--- src/rtl/instr_fetch_ctrl.sv ---
// Instruction fetch sequencer: owns the PC, drives an asynchronous ROM, buffers fetched
// words in a 2-entry queue toward decode, and time-shares the ROM with a debug read port.
module instr_fetch_ctrl #(
  parameter int          ADDR_W   = 10,
  parameter int          DATA_W   = 32,
  parameter logic [31:0] RESET_PC = 32'h0
) (
  input  logic              CLK,
  input  logic              RST,
  output logic [ADDR_W-1:0] rom_addr,
  input  logic [DATA_W-1:0] rom_data,
  output logic [DATA_W-1:0] instr,
  output logic [31:0]       instr_pc,
  output logic              instr_valid,
  input  logic              instr_ready,
  input  logic              redirect,
  input  logic [31:0]       redirect_pc,
  input  logic              dbg_req,
  input  logic [ADDR_W-1:0] dbg_addr,
  output logic              dbg_ack,
  output logic [DATA_W-1:0] dbg_data
);

  typedef enum logic {FETCH, ACK} state_t;

  state_t            state_reg, state_next;
  logic [31:0]       pc_reg, pc_next;
  logic [1:0]        count_reg, count_next;
  logic              rd_ptr_reg, rd_ptr_next;
  logic              wr_ptr_reg, wr_ptr_next;
  logic [DATA_W-1:0] dbg_data_reg;
  logic              dbg_grant;
  logic              push;
  logic              pop;
  logic [DATA_W-1:0] slot_data [2];
  logic [31:0]       slot_pc   [2];
  logic              unused_redirect_lsbs;

  assign unused_redirect_lsbs = ^redirect_pc[1:0];

  // Debug may only win the ROM from FETCH, so grants are never back to back.
  assign dbg_grant   = (state_reg == FETCH) && dbg_req;
  assign rom_addr    = dbg_grant ? dbg_addr : pc_reg[ADDR_W+1:2];
  assign instr_valid = (count_reg != 2'd0);
  assign pop         = instr_valid && instr_ready;
  assign push        = !dbg_grant && !redirect && ((count_reg != 2'd2) || pop);

  // A reset arriving while the ack is pending cancels that ack.
  assign dbg_ack  = (state_reg == ACK) && !RST;
  assign dbg_data = dbg_data_reg;

  assign instr    = slot_data[rd_ptr_reg];
  assign instr_pc = slot_pc[rd_ptr_reg];

  for (genvar gi = 0; gi < 2; gi++) begin : g_slot
    logic [DATA_W-1:0] data_reg;
    logic [31:0]       pc_reg_q;

    always_ff @(posedge CLK) begin
      if (RST) begin
        data_reg <= '0;
        pc_reg_q <= '0;
      end else if (push && (wr_ptr_reg == 1'(gi))) begin
        data_reg <= rom_data;
        pc_reg_q <= pc_reg;
      end
    end

    assign slot_data[gi] = data_reg;
    assign slot_pc[gi]   = pc_reg_q;
  end

  always_comb begin
    state_next  = state_reg;
    pc_next     = pc_reg;
    count_next  = count_reg;
    rd_ptr_next = rd_ptr_reg ^ pop;
    wr_ptr_next = wr_ptr_reg;

    case (state_reg)
      FETCH:   state_next = dbg_req ? ACK : FETCH;
      ACK:     state_next = FETCH;
      default: state_next = FETCH;
    endcase

    if (redirect) begin
      // Empty the queue by aligning the write pointer to the (post-pop) head.
      pc_next     = {redirect_pc[31:2], 2'b00};
      count_next  = 2'd0;
      wr_ptr_next = rd_ptr_reg ^ pop;
    end else begin
      if (push) begin
        pc_next     = pc_reg + 32'd4;
        wr_ptr_next = ~wr_ptr_reg;
      end
      case ({push, pop})
        2'b10:   count_next = count_reg + 2'd1;
        2'b01:   count_next = count_reg - 2'd1;
        default: count_next = count_reg;
      endcase
    end
  end

  always_ff @(posedge CLK) begin
    if (RST) begin
      state_reg    <= FETCH;
      pc_reg       <= {RESET_PC[31:2], 2'b00};
      count_reg    <= 2'd0;
      rd_ptr_reg   <= 1'b0;
      wr_ptr_reg   <= 1'b0;
      dbg_data_reg <= '0;
    end else begin
      state_reg  <= state_next;
      pc_reg     <= pc_next;
      count_reg  <= count_next;
      rd_ptr_reg <= rd_ptr_next;
      wr_ptr_reg <= wr_ptr_next;
      if (dbg_grant) begin
        dbg_data_reg <= rom_data;
      end
    end
  end

endmodule

--- config.mk ---
export PLATFORM = sky130hd
export DESIGN_NAME = instr_fetch_ctrl
export DESIGN_NICKNAME = d
export VERILOG_FILES = /design/src/rtl/instr_fetch_ctrl.sv
export SDC_FILE = /design/constraint.sdc
export NUM_CORES = 1
export LEC_CHECK = 0
export BUFFER_PORTS_ARGS = -buffer_cell sky130_fd_sc_hd__buf_2
export CAP_MARGIN = 5
export CORE_MARGIN = 2
export CORE_UTILIZATION = 49
export CTS_CLUSTER_DIAMETER = 100
export DETAILED_ROUTE_END_ITERATION = 8
export PLACE_DENSITY_LB_ADDON = 0.08
export SLEW_MARGIN = 10
export SYNTH_ARGS = -nofsm -noshare
export SYNTH_HDL_FRONTEND = slang
export SYNTH_SLANG_ARGS = --single-unit
--- constraint.sdc ---
create_clock -name CLK -period 1.6 [get_ports CLK]
set_input_delay 0.16 -clock CLK [delete_from_list [all_inputs] [get_ports CLK]]
set_output_delay 0.16 -clock CLK [all_outputs]
set_load 0.01 [all_outputs]
; Yosys cells after proc, flatten, opt, wreduce, memory -nomap -nowiden
; Index checks and enable logic that the tools add are counted.
; Widths: inputs -> output; s select.
[totals]
input_bits = 79
ff_bits = 197
elab_cells = 51
out_inout_bits = 108
[classes]
reduce_logical = 15
addsub = 3
n_bitwise = 4
n_lt_le_gt_ge = 1
eq_ne = 3
muxes = 14
[op_table]
columns = op, count
row1 = $mux 32, 8
row2 = $add 32x3->32 const B, 1
row3 = $mux 10, 1
row4 = $logic_and 1x1->1, 7
row5 = $reduce_bool 2->1, 3
row6 = $pmux 2 s2, 1
row7 = $logic_not 1->1, 3
row8 = $mux 1, 3
row9 = $add 2x1->2 const B, 1
row10 = $eq 2x1->1 const B, 1
row11 = $eq 2x2->1 const B, 1
row12 = $ge 2x2->1 const B, 1
row13 = $ne 2x2->1 const B, 1
row14 = $not 1->1, 2
row15 = $not 1->2, 1
row16 = $pmux 1 s2, 1
row17 = $reduce_or 2->1, 1
row18 = $sub 2x1->2 const B, 1
row19 = $logic_or 1x1->1, 1
row20 = $xor 1x1->1, 1

; Logic depth before layout (Yosys ltp)
; Gate-level depths: netlist of run 1.
[logic_depth]
word_depth = 7
mapped_depth = 9
mapped_depth_nobuf = 6

; Worst setup path before layout of run 1
; OpenSTA, ideal clock, no wires.
[synth_path]
path_kind = register to register
start = register pc_reg[5]
end = register pc_reg[25]
setup_ns = 0.091
arrival_time_ns = 1.691
n_path_buf = 1
required_time_ns = 1.509
path_slack_ns = -0.182
stages_incl_launch_ff = 7
cell_sequence = dfxtp_1 -> clkbuf_1 -> nand4_1 -> nor4_2 -> nand3_1 -> or3_1 -> a311oi_1
[synth_via]
elab_chain_len = 3
[synth_rtl]
columns = item, line_no
row1 = "start, declared", 27  ; logic [31:0] pc_reg, pc_next;
row2 = "start signal, assigned", 107  ; pc_reg <= {RESET_PC[31:2], 2'b00};
row3 = "start signal, assigned", 114  ; pc_reg <= pc_next;
row4 = $add 32x3->32, 93  ; pc_next = pc_reg + 32'd4;
row5 = $mux 32, 92  ; if (push) begin
row6 = $mux 32, 86  ; if (redirect) begin
; No other way between the ends. The select of a mux whose other input is x is not followed.
; A chain may end at the register's enable or synchronous reset.

; Worst setup path after layout of run 1
[layout_path]
start = register rd_ptr_reg
end = output port instr_pc[26]
[layout_via]
elab_chain_len = 4
[layout_rtl]
columns = item, line_no
row1 = "start, declared", 29  ; logic rd_ptr_reg, rd_ptr_next;
row2 = "start signal, assigned", 116  ; rd_ptr_reg <= rd_ptr_next;
row3 = $not 1->2 (not written as such), 53  ; assign instr_pc = slot_pc[rd_ptr_reg];
row4 = $mux 32 (not written as such) (3 in series), 53
row5 = "end, declared", 13  ; output logic [31:0] instr_pc,
; No other way between the ends. The select of a mux whose other input is x is not followed.

==> results.json, run 1 <==
{
  "finClkSkew_ns": 0.008463,
  "switchingPower_mw": 3.243,
  "required_ns": 1.44,
  "synth_top_area_share_pct": 46.91,
  "netlist_top_cells_area": "dfxtp_1, nand2_1, a21oi_1",
  "cp-end-kind": "output port",
  "fmax_ghz": 0.5455,
  "cts_tree": "done",
  "cp.arrival_ns": 1.67,
  "row_count": 47,
  "drcViolationCount": 0,
  "synth_top_area_cell": "dfxtp_1",
  "synth.distinct_cells": 43,
  "dr.pass1.iters": 7,
  "p_seq_share_pct": 44.0,
  "final_cell_area_um2": 13240,
  "max-cap-violations": 0,
  "htreeDepth": 4,
  "fin_ws_ns": -0.2332,
  "gp_congestion": 0.8293,
  "n_fill_cell": 1033,
  "antenna_found_initial": 0,
  "rsz0062_at_grt": "yes",
  "cts-root-buf": "clkbuf_16",
  "synth_edf_count": 0,
  "p_int_mw": 8.347,
  "wl_per_cell_um": 17.61,
  "layout.nets": 1395,
  "cellLeakagePower_nw": 5.615,
  "io_pins": 187,
  "reg2reg_from": "pc_reg[11]",
  "worstHoldPathType": "primary input to register",
  "die_area_um2": 17680,
  "grt_max_degree": 49,
  "core-area_um2": 16410,
  "dieHeight_um": 133.0,
  "clk_pin_slew_ns": 0.07,
  "min-delay-start": "redirect_pc[12]",
  "die-width_um": 133.0,
  "yosysWarnings": 0,
  "hold_viol": 0,
  "violations": "negative setup slack",
  "rrSetupSlack_ns": -0.19,
  "drt_wl_total_mm": 27.26,
  "syn_to_final_growth_pct": 62.39,
  "antenna_left": 0,
  "overflow": 0,
  "combPwrFrac_pct": 19.5,
  "yosys_register_bits": 191,
  "drive_gt1_share_pct": 43.22,
  "cp-startpoint": "rd_ptr_reg",
  "largest_register_ffs": 64,
  "clk_path_buf_depth": 2,
  "slew_viol_final": 0,
  "cts_buffers": 17,
  "power_density_nw_per_um2": 875.7,
  "seq_area_frac_synth_pct": 46.91,
  "min_period_ns": 1.833,
  "setup_tns_ns": -14.47,
  "grt_pass1_wl_mm": 38.68,
  "num_antenna_cells": 0,
  "synth_area_um2": 8150,
  "criticalPathCategory": "register to output port",
  "grt_pass1_vias": 7630,
  "detail_route.vias_per_cell": 5.363,
  "async_flop_share_pct": 0,
  "setup_viol": 137,
  "swShare_pct": 27.98,
  "synth.avg_cell_area_um2": 7.967,
  "power_mw": 11.59,
  "ys.flop_type": "dfxtp_1",
  "cp-start-kind": "register",
  "critical_path_peak_fanout": 12,
  "vias": 8302,
  "fin_crit_sh_pct": 114.6,
  "synthTopCellsByCount": "nand2_1, dfxtp_1, a21oi_1",
  "yosysMostFrequentCell": "nand2_1",
  "grtUsageTotal_pct": 27.28,
  "synth_cells": 1023,
  "placed_cell_area_um2": 9897,
  "port_buffers": 182,
  "drtIter0Drc": 417,
  "fin_util_pct": 80.67,
  "cts.sinks": 191,
  "irDropWorstVdd_mv": 0.8183,
  "outcome": "complete, but fails checks",
  "initial_core_util_pct": 49.68,
  "clockPowerShare_pct": 36.5,
  "clk-insertion-delay-late_ns": 0.44,
  "dpl.hpwl_mm": 14.54
}
## path summary, 6_finish.rpt
path,to,cells after the start
setup / recovery,instr_pc[26],3
setup reg to reg,pc_reg[30],7
hold / removal,pc_reg[12],3
hold reg to reg,dbg_data[0],2
## stage by stage
stage	worst slack (ns)	cells	hold slack, ns
2_1_floorplan	-0.1010	1024	0.2769
3_3_place_gp	-0.1744	1421	0.3657
3_5_place_dp	-0.2855	1421	0.3839
4_1_cts	-0.1802	1530	0.01409
5_1_grt	-0.2808	1548	0.02534
6_report	-0.2332	1548	0.01880
## power by group through the flow
stage          Sequential [mW]  Clock, mW  Combinational, mW
4_1_cts                   5.09       4.30               1.82
6_report                  5.10       4.23               2.26
2_1_floorplan             5.20          0              0.781
3_5_place_dp              5.18          0               1.40
3_3_place_gp              5.17          0               1.39
5_1_grt                   5.12       4.46               2.39
## critical path, cell delays in order, from the launching register on
cell	delay [ns]
dfxtp_4	0.51
clkbuf_16	0.26
mux2_4	0.33
buf_6	0.12
## final cells by class
cell class	count	area [um^2]	share of cell area, %
inverters	2	7.507	0.05672
multi-input cells	750	5101	38.54
repair buffers	353	3411	25.77
clock buffers	18	439.2	3.318
flip-flops and latches	191	3852	29.11
well taps	220	275.3	2.080
clock inverters	14	148.9	1.125
## logic make-up (layout without fill, tap and decap cells)
family	after synthesis	in the layout	share of synthesized area (%)
simple gates	461	463	23.87
fa+ha+maj	1	1	0.1535
flops	191	191	46.91
buf+inv	85	387	4.298
mux	68	68	9.334
compound gates	193	193	12.91
other cells	1	2	0.04601
xor+xnor	23	23	2.472
## cell usage in the layout (no fill, tap or decap), types with 7 or more instances in the layout
cell type / instances
nor4_4: 7
clkbuf_16: 24
dfxtp_1: 176
buf_6: 76
a21oi_1: 112
buf_12: 26
nor2_1: 33
xor2_1: 11
nand2_4: 46
dlygate4sd3_1: 48
buf_4: 70
nand3_1: 8
nand2_1: 298
a211oi_1: 12
buf_2: 116
nand2_2: 18
mux2_4: 61
xnor2_1: 10
buf_16: 7
dfxtp_2: 11
a21oi_2: 49
nand4_1: 12
## per-layer routing
| metal | wire length (um) | vias to the layer above | GRT usage, % |
|---|---|---|---|
| met5 | 0 | - | 0 |
| met4 | 535 | 0 | 9.080 |
| met3 | 1418 | 46 | 5.249 |
| met2 | 13710 | 264 | 45.85 |
| met1 | 11600 | 3977 | 35.29 |
| li1 | - | 4015 | - |
## what timing repair did
| item | in CTS | in global routing |
|---|---|---|
| setup buffers | 20 | 10 |
| pin swaps | 38 | 117 |
| hold endpoints to repair | 112 | 0 |
| resized for setup | 121 | 241 |
| hold buffers | 48 | 0 |
| gates cloned | 10 | 9 |
| endpoints found under the setup margin | 164 | 223 |
(Power assumes the default switching activity.)
==> inputs of run 2 (changes only) <==
Settings changed: CELL_PAD_IN_SITES_DETAIL_PLACEMENT from default to 1, CELL_PAD_IN_SITES_GLOBAL_PLACEMENT from default to 1, CORE_UTILIZATION 49 to 35.
==> results.json, run 2 (synthesis results as in run 1) <==
{
  "outcome": "complete, but fails checks",
  "violations": "negative setup slack",
  "htreeDepth": 4,
  "post_layout_nonfiller_instances": 1664,
  "grt_pass1_vias": 8489,
  "fin_ws_ns": -0.2515,
  "reg2reg_from": "pc_reg[14]",
  "dr.pass1.iters": 4,
  "cts_tree": "done",
  "fin_crit_sh_pct": 115.7,
  "layout.nets": 1418,
  "slew_headroom_pct": 65.08,
  "cp-startpoint": "rd_ptr_reg",
  "max-cap-violations": 0,
  "io_pins": 187,
  "required_ns": 1.44,
  "setup_viol": 220,
  "final_cell_area_um2": 14170,
  "fin_util_pct": 62.21,
  "drcViolationCount": 0,
  "cts_buffers": 17,
  "vias": 8544,
  "grt_pass1_wl_mm": 45.66,
  "cp-start-kind": "register",
  "cp-endpoint": "instr[16]",
  "dieHeight_um": 156.6,
  "cp.arrival_ns": 1.69,
  "die_area_um2": 24520,
  "irDropWorstVdd_mv": 0.6366,
  "antenna_left": 0,
  "dp_cells": 1520,
  "criticalPathCategory": "register to output port",
  "worstReg2RegEnd": "pc_reg[26]",
  "worstHoldPathType": "primary input to register",
  "antenna_found_initial": 2,
  "rrSetupSlack_ns": -0.25,
  "setup_tns_ns": -26.42,
  "cts-root-buf": "clkbuf_16",
  "r2r_cells": 5,
  "clk_pin_slew_ns": 0.07,
  "clk_path_buf_depth": 2,
  "final_cell_mix": "nand2_1, dfxtp_1, buf_2, a21oi_2, buf_6",
  "register_area_um2": 3851,
  "gp_congestion": 0.7719,
  "cts.sinks": 191,
  "largest_register_ffs": 64,
  "initial_core_util_pct": 35.78,
  "fmax_ghz": 0.5401,
  "core-area_um2": 22780,
  "grt_max_degree": 69,
  "hold_ws_ns": 0.02286,
  "row_count": 55,
  "placed_cell_area_um2": 10110,
  "port_buffers": 182,
  "min_period_ns": 1.851,
  "finClkSkew_ns": 0.01562,
  "wl_per_cell_um": 21.28,
  "n_fill_cell": 2506,
  "drtIter0Drc": 339,
  "slew_viol_final": 0,
  "drive_gt1_share_pct": 53.41,
  "die-width_um": 156.6,
  "detail_route.vias_per_cell": 5.135,
  "overflow": 0,
  "grtUsageTotal_pct": 23.61,
  "cellLeakagePower_nw": 6.100,
  "drt_wl_total_mm": 35.41,
  "clk-insertion-delay-late_ns": 0.43,
  "dpl.hpwl_mm": 17.83,
  "worst-slew-pin-transition_ns": 0.5238,
  "multi_input_area_um2": 5552,
  "power_density_nw_per_um2": 843.2,
  "hold_viol": 0,
  "syn_to_final_growth_pct": 73.86,
  "critical_path_peak_fanout": 7,
  "rsz0062_at_grt": "yes",
  "cp-end-kind": "output port",
  "layout_commonest_cell": "nand2_1"
}
==> run 2: changes by cell type in the layout (fill, tap and decap cells not counted), sizes merged <==
cell / before / now
buf: 296 / 323
dlygate4sd3: 48 / 36
clkbuf: 25 / 33
inv: 8 / 6
and2: 2 / 3
clkinv: 6 / 7
clkinvlp: 1 / 2
diode: 0 / 1
nor2b: 3 / 2
or3: 8 / 7
==> run 2: area by class of cell <==
type | instances | share of cell area [%]
diodes | 1 | 0.01766
clock buffers | 17 | 3.002
clock inverters | 14 | 1.095
inverters | 2 | 0.05298
multi-input cells | 749 | 39.18
flip-flops and latches | 191 | 27.18
well taps | 313 | 2.764
repair buffers | 377 | 26.71
==> run 2: per-layer routing <==
layer	vias to the layer above	GRT usage [%]	wire (um)
li1	4039	-	-
met1	4257	30.84	15160
met2	196	40.49	17990
met3	50	4.154	1516
met4	2	5.767	729
met5	-	0	13
==> run 2: how the worst min path moves through the flow <==
stage,start,cells past startpoint,end
6_report,redirect_pc[21],3,pc_reg[21]
5_1_grt,redirect_pc[21],3,pc_reg[21]
4_1_cts,redirect_pc[5],3,pc_reg[5]
3_5_place_dp,redirect_pc[31],2,pc_reg[31]
3_3_place_gp,redirect_pc[31],2,pc_reg[31]
2_1_floorplan,redirect_pc[26],1,pc_reg[26]
==> run 2: metrics by stage <==
| step | power [mW] | worst slack [ns] |
|---|---|---|
| 5_1_grt | 12.36 | -0.3707 |
| 3_3_place_gp | 6.657 | -0.1465 |
| 2_1_floorplan | 5.978 | -0.1010 |
| 6_report | 11.95 | -0.2515 |
| 3_5_place_dp | 6.685 | -0.2038 |
| 4_1_cts | 11.29 | -0.1596 |
==> run 2: what timing repair did <==
item | in CTS | in global routing
gates cloned | 6 | 24
setup buffers | 27 | 28
hold buffers | 36 | 0
endpoints found under the setup margin | 108 | 225
resized for setup | 112 | 421
pin swaps | 44 | 148
endpoints found under the hold margin | 92 | 0
==> run 2: where the power goes <==
| group | internal (mW) | switching [mW] | total (mW) | leakage, nW |
|---|---|---|---|---|
| registers | 4.96 | 0.139 | 5.10 | 1.57 |
| clock network | 2.21 | 2.10 | 4.31 | 0.280 |
| logic | 1.22 | 1.32 | 2.53 | 4.25 |
| total | 8.39 | 3.56 | 11.9 | 6.10 |
==> run 2: worst max-delay path: stages (launching register included) <==
cell and delay (ns):
dfxtp_4 0.38, buf_12 0.16, buf_12 0.13, clkbuf_16 0.15, mux2_4 0.31, buf_6 0.13
